File: src/rtl/binary_search_ctrl_pkg.sv
// Shared types and defaults for the binary-search controller that drives
// the B operand of the 4-bit magnitude comparator.
package binary_search_ctrl_pkg;

  localparam int WIDTH_DEF  = 4;
  localparam int STEP_W_DEF = 4;

  typedef enum logic [1:0] {
    S_IDLE  = 2'd0,
    S_PROBE = 2'd1,
    S_DONE  = 2'd2,
    S_ERR   = 2'd3
  } state_t;

  // Exactly one comparator flag must be asserted for a meaningful result.
  function automatic logic flags_onehot(input logic gt, input logic eq, input logic lt);
    return ({gt, eq, lt} == 3'b100) || ({gt, eq, lt} == 3'b010) || ({gt, eq, lt} == 3'b001);
  endfunction

endpackage

File: src/rtl/binary_search_ctrl_if.sv
// Bundle between the search controller (master) and the comparator/host side (slave).
interface binary_search_ctrl_if
  import binary_search_ctrl_pkg::*;
#(
  parameter int WIDTH  = WIDTH_DEF,
  parameter int STEP_W = STEP_W_DEF
);
  logic              start;
  logic              gt;
  logic              eq;
  logic              lt;
  logic [WIDTH-1:0]  guess;
  logic              busy;
  logic              done;
  logic              error;
  logic [WIDTH-1:0]  found;
  logic [STEP_W-1:0] steps;

  modport master (
    input  start, gt, eq, lt,
    output guess, busy, done, error, found, steps
  );

  modport slave (
    output start, gt, eq, lt,
    input  guess, busy, done, error, found, steps
  );
endinterface

File: src/rtl/bsearch_bound_update.sv
// Combinational narrowing of [lo, hi] from one comparator result, plus the
// midpoint of the new interval. Arithmetic is one bit wider so nothing wraps.
module bsearch_bound_update #(
  parameter int WIDTH = 4
) (
  input  logic [WIDTH-1:0] lo,
  input  logic [WIDTH-1:0] hi,
  input  logic [WIDTH-1:0] guess,
  input  logic             gt,
  input  logic             lt,
  output logic [WIDTH-1:0] lo_n,
  output logic [WIDTH-1:0] hi_n,
  output logic [WIDTH-1:0] guess_n,
  output logic             bound_err
);
  logic [WIDTH:0] lo_w;
  logic [WIDTH:0] hi_w;
  logic [WIDTH:0] sum_w;
  logic           unused_sum_lsb;

  always_comb begin
    lo_w      = {1'b0, lo};
    hi_w      = {1'b0, hi};
    bound_err = 1'b0;
    if (gt) begin
      lo_w = {1'b0, guess} + (WIDTH+1)'(1);
      if (guess == {WIDTH{1'b1}}) bound_err = 1'b1;
    end else if (lt) begin
      hi_w = {1'b0, guess} - (WIDTH+1)'(1);
      if (guess == '0) bound_err = 1'b1;
    end
    if (lo_w > hi_w) bound_err = 1'b1;
    sum_w   = lo_w + hi_w;
    lo_n    = lo_w[WIDTH-1:0];
    hi_n    = hi_w[WIDTH-1:0];
    guess_n = sum_w[WIDTH:1];
  end

  assign unused_sum_lsb = sum_w[0];
endmodule

File: src/rtl/binary_search_ctrl.sv
// Binary-search controller: one guess per cycle into the comparator, narrowing
// [lo, hi] from gt/eq/lt until eq (DONE) or an inconsistent result (ERR).
module binary_search_ctrl
  import binary_search_ctrl_pkg::*;
#(
  parameter int WIDTH  = WIDTH_DEF,
  parameter int STEP_W = STEP_W_DEF
) (
  input  logic               clk,
  input  logic               rst,
  binary_search_ctrl_if.master bus
);
  localparam logic [WIDTH-1:0] MAX_V    = {WIDTH{1'b1}};
  localparam logic [WIDTH-1:0] MID_INIT = {1'b0, {(WIDTH-1){1'b1}}};

  state_t            state_r, state_n;
  logic [WIDTH-1:0]  lo_r, hi_r, guess_r, found_r;
  logic [WIDTH-1:0]  lo_nx, hi_nx, guess_nx, found_nx;
  logic [STEP_W-1:0] steps_r, steps_nx;

  logic [WIDTH-1:0]  lo_upd, hi_upd, guess_upd;
  logic              bound_err;

  bsearch_bound_update #(.WIDTH(WIDTH)) u_bound (
    .lo        (lo_r),
    .hi        (hi_r),
    .guess     (guess_r),
    .gt        (bus.gt),
    .lt        (bus.lt),
    .lo_n      (lo_upd),
    .hi_n      (hi_upd),
    .guess_n   (guess_upd),
    .bound_err (bound_err)
  );

  always_ff @(posedge clk or posedge rst) begin
    if (rst) begin
      state_r <= S_IDLE;
      lo_r    <= '0;
      hi_r    <= MAX_V;
      guess_r <= '0;
      found_r <= '0;
      steps_r <= '0;
    end else begin
      state_r <= state_n;
      lo_r    <= lo_nx;
      hi_r    <= hi_nx;
      guess_r <= guess_nx;
      found_r <= found_nx;
      steps_r <= steps_nx;
    end
  end

  always_comb begin
    state_n  = state_r;
    lo_nx    = lo_r;
    hi_nx    = hi_r;
    guess_nx = guess_r;
    found_nx = found_r;
    steps_nx = steps_r;
    case (state_r)
      S_PROBE: begin
        steps_nx = steps_r + STEP_W'(1);
        // A lone eq cannot violate the bounds, so bound_err only matters for gt/lt.
        if (!flags_onehot(bus.gt, bus.eq, bus.lt) || (!bus.eq && bound_err)) begin
          state_n = S_ERR;
        end else if (bus.eq) begin
          state_n  = S_DONE;
          found_nx = guess_r;
        end else begin
          lo_nx    = lo_upd;
          hi_nx    = hi_upd;
          guess_nx = guess_upd;
        end
      end
      default: begin
        if (bus.start) begin
          state_n  = S_PROBE;
          lo_nx    = '0;
          hi_nx    = MAX_V;
          guess_nx = MID_INIT;
          steps_nx = '0;
        end
      end
    endcase
  end

  assign bus.guess = guess_r;
  assign bus.busy  = (state_r == S_PROBE);
  assign bus.done  = (state_r == S_DONE);
  assign bus.error = (state_r == S_ERR);
  assign bus.found = found_r;
  assign bus.steps = steps_r;
endmodule

File: src/flat_wrapper.sv
// flat-port wrapper written by rule: the top's interface ports become plain ports
module binary_search_ctrl_flat import binary_search_ctrl_pkg::*;
#(
  parameter int WIDTH  = WIDTH_DEF,
  parameter int STEP_W = STEP_W_DEF
)
  (clk, rst, bus_start, bus_gt, bus_eq, bus_lt, bus_guess, bus_busy, bus_done, bus_error, bus_found, bus_steps);
  binary_search_ctrl_if #(.WIDTH(WIDTH), .STEP_W(STEP_W)) bus_i ();
  input  logic clk;
  input  logic rst;
  input wire logic [$bits(bus_i.start)-1:0] bus_start;
  input wire logic [$bits(bus_i.gt)-1:0] bus_gt;
  input wire logic [$bits(bus_i.eq)-1:0] bus_eq;
  input wire logic [$bits(bus_i.lt)-1:0] bus_lt;
  output wire logic [$bits(bus_i.guess)-1:0] bus_guess;
  output wire logic [$bits(bus_i.busy)-1:0] bus_busy;
  output wire logic [$bits(bus_i.done)-1:0] bus_done;
  output wire logic [$bits(bus_i.error)-1:0] bus_error;
  output wire logic [$bits(bus_i.found)-1:0] bus_found;
  output wire logic [$bits(bus_i.steps)-1:0] bus_steps;
  assign bus_i.start = bus_start;
  assign bus_i.gt = bus_gt;
  assign bus_i.eq = bus_eq;
  assign bus_i.lt = bus_lt;
  assign bus_guess = bus_i.guess;
  assign bus_busy = bus_i.busy;
  assign bus_done = bus_i.done;
  assign bus_error = bus_i.error;
  assign bus_found = bus_i.found;
  assign bus_steps = bus_i.steps;
  binary_search_ctrl #(.WIDTH(WIDTH), .STEP_W(STEP_W)) u_core (.clk(clk), .rst(rst), .bus(bus_i));
endmodule
File: config.mk
export PLATFORM = sky130hd
export DESIGN_NAME = binary_search_ctrl_flat
export DESIGN_NICKNAME = d
export VERILOG_FILES = /design/src/rtl/binary_search_ctrl_pkg.sv /design/src/rtl/binary_search_ctrl_if.sv /design/src/rtl/bsearch_bound_update.sv /design/src/rtl/binary_search_ctrl.sv /design/src/flat_wrapper.sv
export SDC_FILE = /design/constraint.sdc
export NUM_CORES = 1
export LEC_CHECK = 0
export ABC_CLOCK_PERIOD_IN_PS = 2900
export CAP_MARGIN = 20
export CORE_MARGIN = 1
export CORE_UTILIZATION = 48
export CTS_CLUSTER_SIZE = 10
export DETAILED_ROUTE_END_ITERATION = 8
export PLACE_DENSITY = 0.75
export SLEW_MARGIN = 40
export SYNTH_ARGS = -nofsm -noshare
export SYNTH_HDL_FRONTEND = slang
export SYNTH_SLANG_ARGS = --single-unit
File: constraint.sdc
create_clock -name clk -period 2.9 [get_ports clk]
set_input_delay 0.58 -clock clk [delete_from_list [all_inputs] [get_ports clk]]
set_output_delay 0.58 -clock clk [all_outputs]
set_load 0.02 [all_outputs]
# == Word-level counts from Yosys, hierarchy flattened ==
# Index checks and enable logic that the tools add are counted.
# totals
register_bits,22
word_cells,58
inputBits,6
# classes
n_lt_le_gt_ge,1
addsub,4
reduce_logical,11
n_mux,25
n_eq_ne,10
bitwise,1
# op_table
operator,n
two-way mux 4 bit,13
two-way mux 5 bit,3
two-way mux 2 bit,4
AND reduction 3 bit,2
"adder 4 x 1 -> 5 bit, second input constant",1
adder 5 bit,1
> comparator 5 bit,1
two-way mux 1 bit,5
"subtractor 4 x 1 -> 5 bit, second input constant",1
"adder 4 x 1 -> 4 bit, second input constant",1
"equality test 2 bit, second input constant",2
"equality test 4 bit, second input constant",1
zero test 4 bit,1
"inequality test 2 bit, second input constant",2
"equality test 3 x 1 -> 1 bit, second input constant",1
"equality test 3 x 2 -> 1 bit, second input constant",1
"equality test 3 bit, second input constant",1
logical OR 1 bit,3
"inequality test 3 x 2 -> 1 bit, second input constant",1
"equality test 2 x 1 -> 1 bit, second input constant",1
zero test 1 bit,2
AND reduction 2 bit,1
nonzero test 2 bit,1
logical AND 1 bit,1
NOT 1 bit,1

# == Logic depth before layout (Yosys ltp) ==
# depth
ltp_word,9
ltp_mapped,13
mapped_depth_nobuf,12

# == Modules after synthesis ==
# From an unflattened synthesis, not the netlist that was laid out.
# unflattened
hier_cells,151
area_unflattened_um2,1501.4
# by_module_without_submodules
module,seq_area_each_um2,area_each_um2,cells_per_inst,instances
binary_search_ctrl,555.5,1046.0,90,1
bsearch_bound_update,0.0,455.4,61,1

# == Least setup slack after synthesis ==
# No wires, ideal clock.
# synth_timing
path_kind,flip-flop to flip-flop
start,"register u_core.guess_r[0], in the netlist u_core.bus.guess[0]"
end,register u_core.lo_r[0]
path_stages_with_launch,11
period_less_slack_ps,2851
setup_slack_ps,49
setup_time_ps,122
arrival_ps,2730
path_cell_list,dfrtp_1 inv_1 ha_1 mux2_2 ha_1 inv_1 o21bai_1 a221o_1 or3_4 buf_6 a32o_1
# synth_between
elab_chain_len,9
elab_cells_between_ends,20
classes_between,add/sub: 2; order compare: 1; eq/ne: 2; mux: 11; reduce/logical: 4
# synth_rtl
item,line,rtl
from (decl),binary_search_ctrl.sv:17,"logic [WIDTH-1:0] lo_r, hi_r, guess_r, found_r;"
from (signal assigned),binary_search_ctrl.sv:48,guess_r <= guess_nx;
subtractor 4 x 1 -> 5 bit / zero test 4 bit (equally long branches),"bsearch_bound_update.sv:29, bsearch_bound_update.sv:30",
two-way mux 5 bit / two-way mux 1 bit (equally long branches),"bsearch_bound_update.sv:28, bsearch_bound_update.sv:30",
two-way mux 5 bit / two-way mux 1 bit (equally long branches),"bsearch_bound_update.sv:25, bsearch_bound_update.sv:28",
> comparator 5 bit / two-way mux 1 bit (equally long branches),"bsearch_bound_update.sv:32, bsearch_bound_update.sv:25",
two-way mux 1 bit,bsearch_bound_update.sv:32,if (lo_w > hi_w) bound_err = 1'b1;
logical AND 1 bit,binary_search_ctrl.sv:65,"if (!flags_onehot(bus.gt, bus.eq, bus.lt) || (!bus.eq && bound_err)) begin"
logical OR 1 bit,binary_search_ctrl.sv:65,
inequality test 2 bit (no line),n/a,
AND reduction 3 bit (no line),n/a,
to (signal assigned),binary_search_ctrl.sv:46,lo_r <= lo_nx;
to (decl),binary_search_ctrl.sv:17,
# Parallel ways exist; a longest one is shown, timed or not. The select of a mux whose other input is x is not followed.
# A chain may end at the register's enable or synchronous reset.

# == Worst setup path after layout ==
# layout_timing
start,"register u_core.guess_r[1], in the netlist u_core.bus.guess[1]"
end,register u_core.lo_r[3]
# Same word-level chain as after synthesis.

==> results.sh <==
export IMPL_status="finished clean"
export IMPL_drt_total_wl_um=3290
export IMPL_maxCapViolations=0
export IMPL_die_area_mm2=0.00319
export IMPL_drt_met1_wl_um=1560
export IMPL_top_layer="met4"
export IMPL_core_area_mm2=0.00278
export IMPL_pre_cts_slack_ns=-0.387
export IMPL_fin_util=0.663
export IMPL_numCtsBuffers=3
export IMPL_cts_tree="yes"
export IMPL_cp_data_required_time_ns=3.11
export IMPL_critPathMaxFanout=12
export IMPL_max_slew_worst_pin_slew_ns=0.472
export IMPL_area_growth_pct=29.6
export IMPL_crit_family="compound AO/OA/AOI/OAI gates"
export IMPL_fin_crit_sh=0.942
export IMPL_grt_pass1_wl_um=5400
export IMPL_rsz0062_at_grt="no"
export IMPL_numPortBuffers=20
export IMPL_max_slew_margin=0.685
export IMPL_drt_first_pass_iters=4
export IMPL_grt_pass1_vias=1201
export IMPL_route_met3_wl_um=85
export IMPL_setup_viol=0
export IMPL_fp_dieH_um=56.4
export IMPL_syn_num_nets=164
export IMPL_syn_area_mm2=0.00142
export IMPL_skew_ns=0.00139
export IMPL_route_met2_wl_um=1580
export IMPL_hpwl_um=2470
export IMPL_arrival_ns=2.94
export IMPL_worstSetupPathType="reg -> reg"
export IMPL_via_per_inst=5.64
export IMPL_slowest_delay_ns=0.47
export IMPL_p_leak_nw=0.899
export IMPL_antenna_found_initial=0
export IMPL_finalNonFillerCells=216
export IMPL_ys_types=43
export IMPL_wl_per_cell_um=15.2
export IMPL_fmax_ghz=0.366
export IMPL_slowest_stage="dfrtp_2"
export IMPL_ys_flop_type="dfrtp_1"
export IMPL_ios=21
export IMPL_period_minus_slack_ns=2.73
export IMPL_synth_seq_cells=22
export IMPL_num_vias=1219
export IMPL_ir_drop_uv=656
export IMPL_synth_cells=146
export IMPL_synth_area_per_cell_um2=9.74
export IMPL_startpoint_type="register"
export IMPL_async_flop_share=1.00
export IMPL_clockBufferDepth=2
export IMPL_worstPathCellList="inv_1 > ha_1 > mux2_2 > ha_1 > inv_1 > o21bai_1 > a221o_1 > or3_4 > a32o_1"
export IMPL_start_util=0.511
export IMPL_slew_viol_final=0
export IMPL_endpoint_kind="register"
export IMPL_grt_max_degree=23
export IMPL_routabilityCongestion=0.924
export IMPL_ctsHtreeMaxLevel=1
export IMPL_setup_ws_ns=0.169
export IMPL_clock_sinks=22
export IMPL_clkTransAtPathRegs_ns=0.12
export IMPL_finalHoldViolCount=0
export IMPL_ctsHoldBuffers=0
export IMPL_grt_ovfl_total=0
export IMPL_nNetsFinal=204
export IMPL_p_total_mw=1.76
export IMPL_worstPathBufferInverterCount=2
export IMPL_drc=0
export IMPL_hp_class="reg -> reg"
export IMPL_drive_above_1_share=0.249
export IMPL_synth_edff_count=0
export IMPL_clk_latency_ns=0.31
export IMPL_cellPowerDensity_mw_per_mm2=955
export IMPL_placedCellCount=211
export IMPL_num_antenna_cells=0
export IMPL_track_usage=0.221
export IMPL_cts_root_buffer="clkbuf_4"
export IMPL_die_w_um=56.4
export IMPL_seq_area_frac_synth=0.391
export IMPL_drt_iter0_drc=39
export IMPL_yosysWarnings=0
export IMPL_ant_nets=0
export IMPL_tns_ns=0
export IMPL_num_rows=19
## cells in the mapped netlist, types with 2 or more instances
cell type / count / area, µm²
a21boi_0: 2 / 15.0
nand4_1: 2 / 12.5
nand2b_1: 2 / 12.5
mux2_2: 6 / 67.6
a32oi_1: 8 / 70.1
a32o_1: 5 / 50.1
nor2_1: 12 / 45.0
dfstp_2: 4 / 105
ha_1: 11 / 138
a21oi_1: 6 / 30.0
or2_2: 2 / 12.5
nor2b_1: 2 / 12.5
xnor2_1: 3 / 26.3
xor2_1: 2 / 17.5
dfrtp_1: 18 / 450
inv_1: 20 / 75.1
o21ai_0: 6 / 30.0
nand2_1: 6 / 22.5
o21bai_1: 2 / 15.0
buf_2: 4 / 20.0
## cells by family (layout without fill, tap and decap cells)
group,count (synthesis),in the layout,synth area share
AOI/OAI and AO/OA,38,38,0.201
xor gates and xnor gates,5,5,0.0308
adders and majority gates,12,12,0.111
buffers and inverters,26,65,0.0774
DFF,22,22,0.390
muxes,7,7,0.0545
and+or+nand+nor,36,36,0.135
## flip-flops by register name (all words and copies together), names as in the netlist
signal            flops
u_core.bus.found      4
u_core.bus.steps      4
u_core.lo_r           4
u_core.state_r        2
u_core.bus.guess      4
u_core.hi_r           4
## power by group
| part | leakage [nW] | total, mW | switching [mW] | internal, mW |
|---|---|---|---|---|
| registers | 0.255 | 0.520 | 0.0961 | 0.423 |
| clock network | 0.0210 | 0.171 | 0.0943 | 0.0767 |
| logic | 0.623 | 1.07 | 0.550 | 0.521 |
| total | 0.899 | 1.76 | 0.740 | 1.02 |
## metrics by stage
step	hold slack [ns]	instance area [µm²]
after detailed placement	0.486	1780
after CTS	0.504	1820
after global routing	0.525	1840
after floorplan	0.465	1420
final	0.507	1840
after global placement	0.478	1780
## worst min-delay path: stages (launching register included)
cell and delay, ns:
dfstp_2 0.39, inv_1 0.04, a32oi_1 0.08
## layout by cell type (no fill, tap or decap), drive strengths merged, types with 3 or more instances in the layout
cell type      instances
buf                   21
inv                   20
clkdlybuf4s50         18
dfrtp                 18
nor2                  12
ha                    11
a32oi                  8
nand2                  6
o21ai                  6
mux2                   6
a21oi                  6
a32o                   5
dfstp                  4
clkbuf                 4
xnor2                  3
nand2b                 3
## path summary, 6_finish.rpt
| check | from | endpoint | slack [ns] | depth (start not counted) |
|---|---|---|---|---|
| max in group asynchronous | rst | u_core.hi_r[1] | 1.97 | 2 |
| worst max-delay path | u_core.bus.guess[1] | u_core.lo_r[3] | 0.17 | 9 |
| worst min-delay path | u_core.hi_r[2] | u_core.hi_r[2] | 0.51 | 2 |
| worst min register to register | u_core.hi_r[2] | u_core.hi_r[2] | 0.51 | 2 |
| worst max register to register | u_core.bus.guess[1] | u_core.lo_r[3] | 0.17 | 9 |
| min in group asynchronous | rst | u_core.bus.found[1] | 0.59 | 2 |
## area by class of cell
class	instances	area, µm²
repair buffers	41	363
well taps	31	38.8
clock buffers	4	36.3
inverters	20	75.1
multi-input cells	98	773
flip-flops and latches	22	558
fillers	214	937
## what timing repair did
action | CTS | global route
setup buffers | 0 | 1
resized for setup | 2 | 8
setup endpoints to repair | 8 | 12
## per-layer routing
metal	up-vias	GRT usage
li1	595	-
met1	590	0.285
met2	28	0.360
met3	6	0.0323
met4	0	0.108
met5	-	0
(Power assumes the default switching activity.)
